==> config.mk <==
export PLATFORM = sky130hd
export DESIGN_NAME = seq_booth_multiplier
export DESIGN_NICKNAME = d
export VERILOG_FILES = /design/src/rtl/seq_booth_multiplier.sv
export SDC_FILE = /design/constraint.sdc
export NUM_CORES = 1
export LEC_CHECK = 0
export ABC_AREA = 1
export BUFFER_PORTS_ARGS = -buffer_cell sky130_fd_sc_hd__buf_2
export CAP_MARGIN = 10
export CORE_ASPECT_RATIO = 0.75
export CORE_UTILIZATION = 30
export DETAILED_ROUTE_END_ITERATION = 6
export PLACE_DENSITY = 0.46
export SYNTH_ARGS = -nofsm -noshare
export SYNTH_HDL_FRONTEND = slang
export SYNTH_SLANG_ARGS = --single-unit
==> constraint.sdc <==
create_clock -name clk -period 4.1 [get_ports clk]
set_input_delay 0.82 -clock clk [delete_from_list [all_inputs] [get_ports clk]]
set_output_delay 0.82 -clock clk [all_outputs]
set_load 0.1 [all_outputs]
==> src/rtl/seq_booth_multiplier.sv <==
// seq_booth_multiplier: sequential radix-2 Booth multiplier, one step per cycle,
// fixed WIDTH+3 cycle latency, signed or unsigned operands.
module seq_booth_multiplier #(
    parameter int WIDTH = 4
) (
    input  logic               clk,
    input  logic               rst_n,
    input  logic               start,
    input  logic               sgn,
    input  logic [WIDTH-1:0]   a,
    input  logic [WIDTH-1:0]   b,
    output logic               busy,
    output logic               done,
    output logic [2*WIDTH-1:0] p
);
    typedef enum logic [1:0] {IDLE, CALC, FIN} state_t;
    localparam int CW = $clog2(WIDTH + 2);
    state_t         state;
    logic [CW-1:0]  cnt;
    logic [WIDTH:0] acc, q, m, sum;
    logic           q_1;
    // One extra operand bit lets full-range unsigned values ride a signed datapath
    always_comb sum = (q[0] & ~q_1) ? acc - m : (~q[0] & q_1) ? acc + m : acc;
    always_ff @(posedge clk or negedge rst_n) begin
        if (!rst_n) begin
            state <= IDLE;
            cnt   <= '0;
            acc   <= '0;
            q     <= '0;
            q_1   <= 1'b0;
            m     <= '0;
            busy  <= 1'b0;
            done  <= 1'b0;
            p     <= '0;
        end else begin
            case (state)
                IDLE: begin
                    done <= 1'b0;
                    if (start) begin
                        m     <= {sgn & a[WIDTH-1], a};
                        q     <= {sgn & b[WIDTH-1], b};
                        acc   <= '0;
                        q_1   <= 1'b0;
                        cnt   <= '0;
                        busy  <= 1'b1;
                        state <= CALC;
                    end
                end
                CALC: begin
                    {acc, q, q_1} <= {sum[WIDTH], sum, q};
                    cnt <= cnt + 1'b1;
                    if (cnt == CW'(WIDTH)) state <= FIN;
                end
                FIN: begin
                    p     <= {acc[WIDTH-2:0], q};
                    done  <= 1'b1;
                    busy  <= 1'b0;
                    state <= IDLE;
                end
                default: state <= IDLE;
            endcase
        end
    end
endmodule

* Word-level counts from Yosys, hierarchy flattened
Index checks and enable logic that the tools add are counted.
** Cells by class
- Bitwise gates (word level) :: 6
- Reduce and logical (&&, ||, !) cells :: 7
- Multiplexer cells :: 16
- Add/sub/neg operators :: 3
- Equal/unequal tests :: 5
** Operator list (number)
- two-way mux 5 bit :: 4
- case mux 5 bit (2 select lines) :: 2
- AND reduction 2 bit :: 4
- case mux 1 bit (2 select lines) :: 3
- case mux 3 bit (2 select lines) :: 1
- adder 5 bit :: 1
- subtractor 5 bit :: 1
- bitwise AND 1 bit :: 4
- two-way mux 2 bit :: 2
- != test 2 bit (second input constant) :: 2
- case mux 2 bit (2 select lines) :: 1
- nonzero test 2 bit :: 2
- adder 3 x 1 -> 3 bit (second input constant) :: 1
- equality test 3 bit (second input constant) :: 1
- two-way mux 3 bit :: 1
- equality test 2 x 1 -> 1 bit (second input constant) :: 1
- equality test 2 bit (second input constant) :: 1
- zero test 2 bit :: 1
- two-way mux 1 bit :: 2
- inverter 1 bit :: 2
** Word-level totals
- Output and inout port bits :: 10
- Input bits :: 12
- Register bits after elaboration :: 31
- Logic and storage cells :: 46

* Longest topological paths before layout
- Depth after elaboration :: 5
- Mapped depth :: 12
- Gate-level depth less buffers :: 12

* Worst setup path after synthesis
OpenSTA, ideal clock, no wires.
- Path type :: register to output
- Start :: reg done
- End :: out done
- Data required time :: 3.280 ns
- Data arrival time :: 0.898 ns
- Cell stages (with the launch flop) :: 1
- Setup slack :: 2.382 ns
- Cells stage by stage :: dfrtp_1
** RTL lines
- from (decl) :: RTL line 13 : output logic done,
- from (signal assigned) :: RTL line 33 : done <= 1'b0;
- from (signal assigned) :: RTL line 38 : done <= 1'b0;
- from (signal assigned) :: RTL line 56 : done <= 1'b1;
No word-level cell between the ends.

* Final worst setup path
- Start :: reg busy
- End :: out busy
** RTL lines
- from (decl) :: RTL line 12 : output logic busy,
- from (signal assigned) :: RTL line 32 : busy <= 1'b0;
- from (signal assigned) :: RTL line 45 : busy <= 1'b1;
- from (signal assigned) :: RTL line 57 : busy <= 1'b0;
No word-level cell between the ends.

==> results.yml <==
detailed_routing:
  first_iter_violations: 46
  ant_nets: 0
  drc_errors: 0
  dr.pass1.iters: 4
  drt-wirelength-per-cell_microns: 12.4
  routed_wl_mm: 3.65
  viasPerCell: 4.42
  num_vias: 1300
timing:
  hold_viol: 0
  fin_setup_tns_ns: 0
  period_share: 0.459
  max-slew-margin-rel: 0.541
  rsz0062_at_grt: "false"
  max_freq_mhz: 531
  clock_skew_ns: 0.00512
  drv_slew: 0
  setup_viol: 0
  finalCriticalPeriod_ns: 1.88
  worst-slew-pin-transition_ns: 0.688
die:
  coreArea_sq_um: 5380
  start_util: 0.313
  std_cell_rows: 23
  die_h_microns: 66.9
  ios: 22
  die_area_sq_um: 5930
  fp.dieW_microns: 88.6
clock_network:
  root_buffer: "clkbuf_8"
  cts_hold_buf: 0
  path_clk_slew_ns: 0.07
  insertion_delay_ns: 0.28
  postCtsSetupBuffers: 0
  cts_buffer_depth: 2
  cts_num_sinks: 30
  cts-htree-levels: 2
  cts_made_buffers: 5
  tritoncts: "yes"
  cts_resized: 0
run_status:
  status: "finished, final reports clean"
final_layout:
  layout.nets: 242
  nFillCells: 571
  multi_input_area_sq_um: 767
  area_delta_synth_final_pct: 18.5
  n_antenna_cell: 0
  drive_gt1_frac: 0.215
  regArea_sq_um: 751
  final_cell_area_sq_um: 2000
worst_setup_path:
  cp_cell_sequence: "buf_2"
  worstRegToRegCells: 9
  path_buf_inv: 1
  r2r_slack_ns: 2.36
  critPathKind: "register to output pin"
  rr_endpoint: "acc[3]$_DFFE_PN0P_"
  cp-end-kind: "output pin"
  critPathMaxFanout: 2
  crit_slowest_cell: "buf_2"
  crit_required_ns: 3.28
  slowest_delay_ns: 0.43
  worst_r2r_startpoint: "acc[1]$_DFFE_PN0P_"
  arrival_ns: 1.06
  critPathLaunchType: "register"
  crit_family: "buffers and inverters"
global_route:
  grt_max_degree: 31
  grt_pass1_vias: 1195
  antenna_found_initial: 0
  grt_pass1_wl_mm: 5.95
  grt_util_all_layers: 0.138
  grt_overflow: 0
synth:
  synth.ff_latch_count: 30
  synth-seq-area-share: 0.445
  synthCells: 193
  synth_warnings: 0
  synth_fp_nets: 217
  syn_area_per_cell_sq_um: 8.74
  syn-cell-area_sq_um: 1690
  yosysUniqueCellTypes: 26
worst_hold_path:
  min_to: "p[3]$_DFFE_PN0P_"
  hold_class: "register to register"
  hold_start: "p[3]$_DFFE_PN0P_"
  min_path_cells: 2
placed_design:
  placed_area_sq_um: 1860
  dp_hpwl_mm: 2.67
  portBuffers: 21
  gp_congestion: 0.828
flow_run:
  maxCapViolations: 0
[registers in the layout, summed over array words and instances (netlist names)]
signal,flops
q_1,1
m,5
q,5
cnt,3
done,1
p,8
acc,4
busy,1
state,2
[cells in the final DEF, fill, tap and decap left out, types with 3 or more instances in the layout]
cell / instances
nand3b_1: 4
nand2_1: 47
o21ai_1: 5
o21ai_0: 12
clkbuf_8: 6
ha_1: 10
nor3_1: 4
o22ai_1: 3
inv_2: 4
a211oi_2: 3
o21ai_2: 5
nor2_1: 10
nand3_1: 8
dfrtp_1: 30
buf_2: 21
a21oi_1: 3
inv_1: 29
[cell usage after synthesis]
| master | count | area share |
|---|---|---|
| a211oi_2 | 3 | 0.022 |
| a21oi_1 | 3 | 0.0089 |
| a22oi_1 | 1 | 0.0045 |
| buf_4 | 1 | 0.0045 |
| buf_6 | 2 | 0.013 |
| dfrtp_1 | 30 | 0.45 |
| fa_1 | 2 | 0.024 |
| ha_1 | 10 | 0.074 |
| inv_1 | 29 | 0.065 |
| inv_2 | 4 | 0.0089 |
| inv_4 | 1 | 0.0037 |
| inv_6 | 1 | 0.0052 |
| nand2_1 | 47 | 0.10 |
| nand2_8 | 1 | 0.012 |
| nand3_1 | 8 | 0.024 |
| nand3_4 | 1 | 0.010 |
| nand3b_1 | 4 | 0.018 |
| nand4_1 | 2 | 0.0074 |
| nor2_1 | 10 | 0.022 |
| nor2_4 | 2 | 0.013 |
| nor3_1 | 4 | 0.012 |
| o21ai_0 | 12 | 0.036 |
| o21ai_1 | 5 | 0.015 |
| o21ai_2 | 5 | 0.026 |
| o22ai_1 | 3 | 0.011 |
| xnor2_1 | 2 | 0.010 |
[area by class of cell]
cell class,instances,area share
tap,75,0.0470
clock inverter,2,0.0301
inverter,35,0.0695
multi-input combinational,125,0.384
sequential,30,0.376
timing repair buffer,21,0.0526
clock buffer,6,0.0413
[kinds of logic (layout without fill, tap and decap cells)]
kind of cell | count (synthesis) | after routing | share of synthesized area
simple gates | 79 | 79 | 0.223
buf+inv | 38 | 64 | 0.100
compound gates | 32 | 32 | 0.123
flops | 30 | 30 | 0.445
fa+ha+maj | 12 | 12 | 0.0979
xor+xnor | 2 | 2 | 0.0104
[layer usage]
metal	track usage	wire, microns	share of wire
met4	0.0363	25	0.0069
met5	0	0	0
met1	0.200	1970	0.54
met3	0.0409	184	0.050
met2	0.196	1470	0.40
[through the flow]
| step | worst slack (ns) | util | std cells | hold WS [ns] |
|---|---|---|---|---|
| final | 2.22 | 0.371 | 294 | 0.481 |
| after global routing | 2.17 | 0.371 | 294 | 0.498 |
| after CTS | 2.20 | 0.371 | 294 | 0.484 |
| after detailed placement | 2.41 | 0.345 | 286 | 0.466 |
| after global placement | 2.39 | 0.345 | 286 | 0.463 |
| after floorplan | 2.38 | - | 193 | 0.473 |
[how the worst max path moves through the flow]
stage          slack (ns)  cells past startpoint          startpoint                  to
3_3_place_gp         2.39                     11  acc[0]$_DFFE_PN0P_  acc[3]$_DFFE_PN0P_
5_1_grt              2.17                      1    busy$_DFFE_PN0P_                busy
3_5_place_dp         2.41                     11  acc[0]$_DFFE_PN0P_  acc[3]$_DFFE_PN0P_
4_1_cts              2.20                      1    busy$_DFFE_PN0P_                busy
2_1_floorplan        2.38                      0    done$_DFFE_PN0P_                done
6_report             2.22                      1    busy$_DFFE_PN0P_                busy
Power is not shown: default switching activity piles up to over one toggle a cycle in this logic, so the estimate is an artifact.
